--- src/rtl/prefetch_unit.sv ---
// Instruction prefetcher: fetches 16-bit words at CS:IP into a byte queue drained by the decoder.
// A CS:IP load flushes the queue; an in-flight bus access is completed and its data discarded.
module prefetch_unit #(
  parameter int unsigned FIFO_DEPTH = 6
) (
  input  logic        clk,
  input  logic        reset_n,
  input  logic [15:0] cs,
  input  logic [15:0] new_ip,
  input  logic        load_new_ip,
  input  logic        fifo_rd_en,
  output logic [7:0]  fifo_rd_data,
  output logic        fifo_empty,
  output logic [18:0] mem_address,
  output logic        mem_access,
  input  logic        mem_ack,
  input  logic [15:0] mem_data
);

  localparam int unsigned PTR_W = (FIFO_DEPTH > 1) ? $clog2(FIFO_DEPTH) : 1;
  localparam int unsigned CNT_W = $clog2(FIFO_DEPTH + 1);

  typedef enum logic [1:0] {IDLE, FETCH, ABORT} state_t;

  state_t            state, state_next;
  logic [15:0]       fetch_ip;
  logic [CNT_W-1:0]  count;
  logic [PTR_W-1:0]  rd_ptr, wr_ptr;
  logic [7:0]        store [FIFO_DEPTH];

  logic              pop, push, issue, room;
  logic [CNT_W-1:0]  count_after_pop, free, n_push;
  logic [18:0]       word_addr;

  function automatic logic [PTR_W-1:0] ptr_inc(input logic [PTR_W-1:0] p);
    return (p == PTR_W'(FIFO_DEPTH - 1)) ? '0 : p + PTR_W'(1);
  endfunction

  // Physical address >> 1: cs*16 is even, so the word address is cs*8 + ip/2 (mod 2^19).
  assign word_addr = {cs, 3'b000} + {4'b0000, fetch_ip[15:1]};

  assign pop             = fifo_rd_en && (count != '0) && !load_new_ip;
  assign count_after_pop = count - CNT_W'(pop);
  assign free            = CNT_W'(FIFO_DEPTH) - count_after_pop;
  assign room            = fetch_ip[0] ? (free >= CNT_W'(1)) : (free >= CNT_W'(2));
  assign issue           = (state == IDLE) && !load_new_ip && room;
  assign push            = (state == FETCH) && mem_ack && !load_new_ip;
  assign n_push          = push ? (fetch_ip[0] ? CNT_W'(1) : CNT_W'(2)) : '0;

  assign fifo_rd_data = store[rd_ptr];
  assign fifo_empty   = (count == '0);

  always_ff @(posedge clk or negedge reset_n) begin
    if (!reset_n) state <= IDLE;
    else          state <= state_next;
  end

  // A redirect without an ack in FETCH must still wait out the bus cycle in ABORT.
  always_comb begin
    state_next = state;
    case (state)
      IDLE:    if (issue) state_next = FETCH;
      FETCH:   if (mem_ack) state_next = IDLE;
               else if (load_new_ip) state_next = ABORT;
      ABORT:   if (mem_ack) state_next = IDLE;
      default: state_next = IDLE;
    endcase
  end

  always_ff @(posedge clk or negedge reset_n) begin
    if (!reset_n) begin
      mem_access  <= 1'b0;
      mem_address <= '0;
      fetch_ip    <= '0;
      count       <= '0;
      rd_ptr      <= '0;
      wr_ptr      <= '0;
      for (int i = 0; i < int'(FIFO_DEPTH); i++) store[i] <= '0;
    end else begin
      mem_access <= (state_next != IDLE);
      if (issue) mem_address <= word_addr;
      if (load_new_ip) begin
        fetch_ip <= new_ip;
        count    <= '0;
        rd_ptr   <= '0;
        wr_ptr   <= '0;
      end else begin
        if (push) begin
          if (fetch_ip[0]) begin
            store[wr_ptr] <= mem_data[15:8];
            wr_ptr        <= ptr_inc(wr_ptr);
            fetch_ip      <= fetch_ip + 16'd1;
          end else begin
            store[wr_ptr]          <= mem_data[7:0];
            store[ptr_inc(wr_ptr)] <= mem_data[15:8];
            wr_ptr                 <= ptr_inc(ptr_inc(wr_ptr));
            fetch_ip               <= fetch_ip + 16'd2;
          end
        end
        if (pop) rd_ptr <= ptr_inc(rd_ptr);
        count <= count_after_pop + n_push;
      end
    end
  end

endmodule

--- config.mk ---
export PLATFORM = sky130hd
export DESIGN_NAME = prefetch_unit
export DESIGN_NICKNAME = d
export VERILOG_FILES = /design/src/rtl/prefetch_unit.sv
export SDC_FILE = /design/constraint.sdc
export NUM_CORES = 1
export LEC_CHECK = 0
export ABC_AREA = 1
export BUFFER_PORTS_ARGS = -buffer_cell sky130_fd_sc_hd__buf_2
export CORE_UTILIZATION = 40
export DETAILED_ROUTE_END_ITERATION = 10
export PLACE_DENSITY_LB_ADDON = 0.1
export SLEW_MARGIN = 20
export SYNTH_ARGS = -nofsm -noshare
export SYNTH_HDL_FRONTEND = slang
export SYNTH_SLANG_ARGS = --single-unit
--- constraint.sdc ---
create_clock -name clk -period 3.3 [get_ports clk]
set_clock_uncertainty 0.05 [all_clocks]
set_input_delay 0.66 -clock clk [delete_from_list [all_inputs] [get_ports clk]]
set_output_delay 0.66 -clock clk [all_outputs]
set_load 0.1 [all_outputs]
==> summary.md, run 1 <==
| Metric | Value |
|---|---|
| Final hold slack | `166.0 ps` |
| Drt pass-1 iters | `6` |
| Final setup fails | `0` |
| Crit-path cells | `nand2_1, inv_1, a22oi_1, o21ai_0, nand2_1, o21ai_1, buf_12` |
| Vias in the first global route | `5460` |
| Post-DP Area | `0.006979 sq mm` |
| Die height | `127.3 um` |
| Critical Path Sink Type | `output pin` |
| Number of synthesized flops with an enable pin | `0` |
| Root Driver | `clkbuf_16` |
| Most repeated library cell on the critical path | `nand2_1` |
| Yosys warnings | `0` |
| Via count | `6039` |
| Pins Over Slew Limit | `0` |
| CTS tree | `yes` |
| CTS clk-pin slew, worst paths | `70 ps` |
| Overflow after GRT | `0` |
| Final TNS setup | `0 ps` |
| Flop pwr share | `30.6%` |
| DR iter-0 viols | `403` |
| Initial antenna violation count | `0` |
| Syn Area/Cell | `7.006 sq um` |
| Main synth FF type | `dfrtp_1` |
| Initial core utilization | `41.14%` |
| CTS Hold Buffers Added | `0` |
| Max Cap Viol | `0` |
| I/O Buffers | `81` |
| Share of the synthesized area in the top cell type | `37.87%` |
| # clock sinks | `95` |
| Cells after synthesis | `896` |
| H-Tree Depth | `3` |
| Crit path max fanout | `11` |
| Clock Path Buffers | `2` |
| Resized Gates After CTS | `0` |
| GR Layer Usage met2 | `33.20%` |
| CP startpoint kind | `flip-flop` |
| Routed wire length | `18.61 mm` |
| Nets | `1047` |
| Mapped Area | `0.006277 sq mm` |
| GRT Util Overall | `23.61%` |
| Core Footprint | `0.01526 sq mm` |
| Vias per inst | `5.079` |
| Async SR Flop Fraction | `100.0%` |
| Fin. Hold Viols | `0` |
| RSZ-0062 raised after global routing | `no` |
| Met1 usage | `36.09%` |
| DP HPWL | `13.93 mm` |
| ANT nets after route | `0` |
| Worst Hold Class | `in2async` |
| Post-layout minimum cycle time | `3034 ps` |
| Sw power | `2.782 mW` |
| # DRC | `0` |
| Crit path kind | `reg2out` |
| Worst-Skew Late Latency | `360 ps` |
| Design Power | `5.440 mW` |
| Crit share post-route | `91.93%` |
| CTS Buf Count | `9` |
| Mapped Nets | `970` |
| Area Growth Syn to Fin | `15.59%` |
| Cell area after layout | `0.007256 sq mm` |
| CP max stage delay | `640 ps` |
| First-pass GRT wire length | `29.31 mm` |
| Distinct cells, synth | `42` |
| Chip Width | `127.3 um` |
| # diodes | `0` |
| Die area | `0.01620 sq mm` |
| Combinational share of power | `50.8%` |
| Sequential share of the synthesized area | `37.87%` |
| Placer Congestion | `0.9083` |
| Kind of cell adding the most delay to the critical path | `flip-flops` |
| Worst VDD drop | `471.2 uV` |
| Fmax | `329.6 MHz` |
| Row count | `45` |
| Pwr per Cell Area | `749.7 mW/mm^2` |
| Leakage | `3.761 nW` |
| #FFs+latches synth | `95` |
| Clock network fraction of design power | `18.5%` |
| Met3 Use GR | `3.894%` |
| Synth area leader | `dfrtp_1` |
| Post-CTS Setup Inserts | `0` |
| IO Pins | `82` |
| Internal | `2.657 mW` |
| Largest net degree at the start of global routing | `70` |
| Slowest-stage cell, CP | `dfrtp_1` |
| Worst EP arrival | `2320 ps` |
| Data required, critical path | `2590 ps` |
| Top cells by area, synth | `dfrtp_1 (38%), nand2_1 (19%), inv_1 (5.9%)` |
| Slew @ Worst Pin | `639.5 ps` |
| GRT Max-Usage Layer | `met1` |
| Worst slew margin | `57.23%` |
| Switching Share | `51.15%` |
| Outcome | `finished clean` |
| Share of cells above drive strength 1 | `14.42%` |
| Worst path bufs/invs | `2` |
| Util after Layout | `47.55%` |
| DR WL/cell | `15.65 um` |
## worst reg2reg max path: stages (launching register included)
cell and delay, ps:
dfrtp_1 410, nor3_4 190, nor2_1 80, inv_1 70, nor2_1 70, ha_1 180, ha_1 320, ha_1 180
or2_2 260, a21boi_1 150, nand2_1 70, nand2_1 110, buf_4 250, o21ai_0 130
## logic make-up after synthesis
group	share of synthesized area [%]
and+or+nand+nor	31.53
xor gates and xnor gates	1.953
adders and majority gates	4.425
buffers and inverters	9.049
DFF	37.87
AOI/OAI and AO/OA	15.17
## through the flow
stage | cells | setup WS [ps]
after CTS | 1189 | 260.2
after detailed placement | 1173 | 369.8
after global routing | 1189 | 133.5
after floorplan | 896 | 133.5
after global placement | 1173 | 452.7
final | 1189 | 266.2
## cell usage in the layout, fill, tap and decap left out, types with 5 or more instances in the layout
cell type / Yosys / final
nand3_1: 59 / 59
buf_12: 0 / 6
inv_1: 98 / 98
clkbuf_16: 0 / 9
inv_2: 11 / 11
buf_4: 4 / 11
o211ai_1: 20 / 20
o221ai_1: 6 / 6
buf_2: 7 / 75
o21ai_0: 59 / 51
a31oi_1: 5 / 5
o21ai_1: 4 / 12
nand2_2: 6 / 6
nor3_1: 8 / 7
xor2_1: 5 / 5
o22ai_1: 24 / 24
nand2_1: 317 / 317
and2_1: 6 / 6
dfrtp_1: 95 / 95
ha_1: 19 / 19
nor2_1: 61 / 61
xnor2_1: 9 / 9
a21oi_1: 18 / 18
a22oi_1: 6 / 6
## final timing paths
path | slack [ps] | from | depth (start not counted) | end
max in group asynchronous | 2340 | reset_n | 2 | store[3]$_DFFE_PN0P_
min reg2reg | 420 | mem_address[14]$_DFFE_PN0P_ | 2 | mem_address[14]$_DFFE_PN0P_
max | 270 | rd_ptr[0]$_DFFE_PN0P_ | 7 | fifo_rd_data[2]
min | 170 | reset_n | 1 | fetch_ip[8]$_DFFE_PN0P_
min in group clk | 420 | mem_address[14]$_DFFE_PN0P_ | 2 | mem_address[14]$_DFFE_PN0P_
max reg2reg | 670 | count[1]$_DFF_PN0_ | 13 | mem_address[10]$_DFFE_PN0P_
## cells in the mapped netlist (5+ instances only)
library cell,count
a31oi_1,5
dfrtp_1,95
a22oi_1,6
clkbuf_1,10
inv_2,11
o22ai_1,24
inv_1,98
nand3_1,59
nor2_1,61
nand2_1,317
nor3_1,8
o211ai_1,20
buf_2,7
nand2_2,6
and2_1,6
o21ai_0,59
a21oi_1,18
o221ai_1,6
xnor2_1,9
ha_1,19
xor2_1,5
## per-layer routing
layer  part of all wire (%)  wire (um)
met1                     51       9450
met2                     40       7476
met3                    6.4       1200
met4                    2.6        480
met5                      0          0
## power by group through the flow
stage,combinational (mW),clock (mW),sequential (mW)
floorplan,1.38,0,2.36
global placement,2.76,0,1.69
CTS,2.77,1.03,1.67
detailed placement,2.76,0,1.69
global route,2.96,1.06,1.70
finish,2.77,1.01,1.67
## registers in the layout, indices dropped and copies added (netlist names)
register and flops:
count 3, mem_address 19, store 48, fetch_ip 16
state 2, mem_access 1, wr_ptr 3, rd_ptr 3
## layout make-up
class / count / area, sq um
Sequential cell: 95 / 2377
Clock inverter: 4 / 30.03
Timing Repair Buffer: 92 / 578.1
Inverter: 111 / 416.7
Tap cell: 211 / 264.0
Clock buffer: 12 / 246.5
Fill cell: 1615 / 8003
Multi-Input combinational cell: 664 / 3343
(Power assumes the default switching activity.)
==> inputs of run 2 (changes only) <==
- clock period: 3.3 -> 2.9 ns (I/O delays scaled with it)
==> summary.md, run 2 (same netlist as run 1, synthesis figures left out) <==
| Metric | Value |
|---|---|
| Post-layout minimum cycle time | `2732 ps` |
| Internal | `3.256 mW (+23%)` |
| Final setup fails | `0 (unchanged)` |
| Data required, critical path | `2270 ps (-320 ps)` |
| I/O Buffers | `81 (unchanged)` |
| Crit share post-route | `94.22%` |
| ANT nets after route | `0 (unchanged)` |
| Initial core utilization | `41.14% (unchanged)` |
| Share of cells above drive strength 1 | `15.58% (+1.2 points)` |
| Max reg flops | `48 (unchanged)` |
| Initial antenna violation count | `0 (unchanged)` |
| Placed cell count | `1177 (+0.34%)` |
| Flop pwr share | `29.5% (-1.1 points)` |
| H-Tree Depth | `3 (unchanged)` |
| Crit path max fanout | `16 (+5)` |
| Worst Hold Class | `in2async` |
| DR WL/cell | `15.90 um (+1.6%)` |
| Fillers | `1574 (-2.5%)` |
| Worst EP arrival | `2100 ps (-220 ps)` |
| Fin. Hold Viols | `0 (unchanged)` |
| Storage element area | `0.002379 sq mm (about the same)` |
| # DRC | `0 (unchanged)` |
| Placer Congestion | `0.8674 (-4.5%)` |
| Crit path kind | `reg2out` |
| Reg with most FFs | `store` |
| Crit-path cells | `clkinv_1, buf_4, nor2_1, o21ai_0, nand2_1, o21ai_1, buf_12` |
| Outcome | `finished clean` |
| Root Driver | `clkbuf_16` |
| Drt pass-1 iters | `5 (-1)` |
| Multi-input logic area | `0.003383 sq mm (+1.2%)` |
| Chip Width | `127.3 um (unchanged)` |
| Fmax | `366.0 MHz` |
| Worst path bufs/invs | `3 (+1)` |
| # clock sinks | `95 (unchanged)` |
| Switching Share | `49.62% (-1.5 points)` |
| Slew @ Worst Pin | `514.9 ps (-124.6 ps)` |
| DR iter-0 viols | `376 (-6.7%)` |
| Clock network fraction of design power | `20.8% (+2.3 points)` |
| Routed wire length | `18.97 mm (+2.0%)` |
| CTS tree | `yes` |
| Worst-Skew Late Latency | `350 ps (about the same)` |
| CTS Buf Count | `9 (unchanged)` |
| Design Power | `6.463 mW (+19%)` |
| Max Cap Viol | `0 (unchanged)` |
| Sw power | `3.207 mW (+15%)` |
| Pins Over Slew Limit | `0 (unchanged)` |
| First-pass GRT wire length | `30.40 mm (+3.7%)` |
| Final TNS setup | `0 ps (unchanged)` |
| # diodes | `0 (unchanged)` |
| Final hold slack | `22.61 ps (-143.4 ps)` |
| CTS clk-pin slew, worst paths | `70 ps (about the same)` |
| Worst VDD drop | `518.7 uV (+10%)` |
| CP startpoint kind | `flip-flop` |
| Nets | `1051 (+0.38%)` |
| GRT Util Overall | `24.61% (+1.0 points)` |
| CP max stage delay | `500 ps (-140 ps)` |
| Worst slew margin | `65.55% (+8.3 points)` |
| Biggest regs | `store x48, mem_address x19, fetch_ip x16` |
| DP HPWL | `14.63 mm (+5.0%)` |
| Pwr per Cell Area | `873.5 mW/mm^2 (+17%)` |
| Die area | `0.01620 sq mm (unchanged)` |
| Core Footprint | `0.01526 sq mm (unchanged)` |
| Overflow after GRT | `0 (unchanged)` |
| RSZ-0062 raised after global routing | `no` |
| Combinational share of power | `49.7% (-1.1 points)` |
| Vias per inst | `5.109 (+0.59%)` |
| Largest net degree at the start of global routing | `62 (-11%)` |
| Worst R2R Setup Slack | `420 ps (-250 ps)` |
| Area Growth Syn to Fin | `17.86%` |
| Leakage | `3.816 nW (+1.5%)` |
| Finished Layout Cells | `1193 (+0.34%)` |
| Vias in the first global route | `5587 (+2.3%)` |
| Clock Path Buffers | `2 (unchanged)` |
| IO Pins | `82 (unchanged)` |
| Slowest-stage cell, CP | `dfrtp_2` |
| Kind of cell adding the most delay to the critical path | `compound AO/OA/AOI/OAI gates` |
| Via count | `6095 (+0.93%)` |
| Die height | `127.3 um (unchanged)` |
| Highest-count cells in the layout ignoring fill and taps | `nand2_1 (316), inv_1 (98), dfrtp_1 (94)` |
| Most common cell after layout, fill and taps aside | `nand2_1` |
| Row count | `45 (unchanged)` |
| Critical Path Sink Type | `output pin` |
==> run 2: worst register-to-register path, stage by stage (launching register included) <==
cell	delay, ps
dfrtp_1	410
nor3_4	200
nor2_1	80
inv_1	80
nor2_2	60
ha_2	190
ha_4	260
ha_4	160
or2_4	210
a21boi_1	120
nand2_1	70
nand2_2	180
buf_12	190
o21ai_0	120
==> run 2: routing by layer <==
metal / GRT usage, % / wire, um / share of wire [%] / up-vias
li1: - / - / - / 3084
met1: 38.15 / 9712 / 51 / 2857
met2: 35.04 / 8076 / 43 / 132
met3: 2.931 / 806 / 4.2 / 22
met4: 8.263 / 377 / 2.0 / 0
met5: 0 / 0 / 0 / -
==> run 2: path summary, 6_finish.rpt <==
path	startpoint	depth (start not counted)	to
worst max-delay path	rd_ptr[0]$_DFFE_PN0P_	7	fifo_rd_data[3]
max in group asynchronous	reset_n	2	store[1]$_DFFE_PN0P_
worst min-delay path	reset_n	1	fetch_ip[8]$_DFFE_PN0P_
worst min register to register	mem_address[18]$_DFFE_PN0P_	2	mem_address[18]$_DFFE_PN0P_
worst max register to register	count[0]$_DFF_PN0_	13	mem_address[8]$_DFFE_PN0P_
min in group clk	new_ip[0]	3	fetch_ip[0]$_DFFE_PN0P_
==> run 2: power groups by stage <==
stage                     clock [mW]  combinational, mW  sequential [mW]
after floorplan                    0               1.60             2.68
after global placement             0               3.19             1.93
after detailed placement           0               3.21             1.93
after CTS                       1.37               3.22             1.91
after global routing            1.42               3.44             1.95
final                           1.35               3.21             1.91
==> run 2: timing repair <==
action / CTS / global route
hold buffers: 0 / 0
setup endpoints to repair: 0 / 4
buffers inserted: 0 / 0
gates resized for setup: 0 / 2
==> run 2: final cells by class <==
| type | count | share of cell area, % |
|---|---|---|
| Clock buffer | 12 | 3.467 |
| Clock inverter | 4 | 1.032 |
| Inverter | 111 | 5.632 |
| Multi-Input combinational cell | 664 | 45.73 |
| Sequential cell | 95 | 32.15 |
| Tap cell | 211 | 3.568 |
| Timing Repair Buffer | 96 | 8.422 |
==> run 2: metrics by stage <==
| step | setup slack, ps | util, % | area, sq um |
|---|---|---|---|
| detailed placement | 206.0 | 46.28 | 7062 |
| global placement | 230.6 | 46.28 | 7062 |
| CTS | 83.91 | 48.46 | 7395 |
| floorplan | -120.2 | - | 6347 |
| global route | 34.27 | 48.49 | 7398 |
| finish | 167.6 | 48.49 | 7398 |
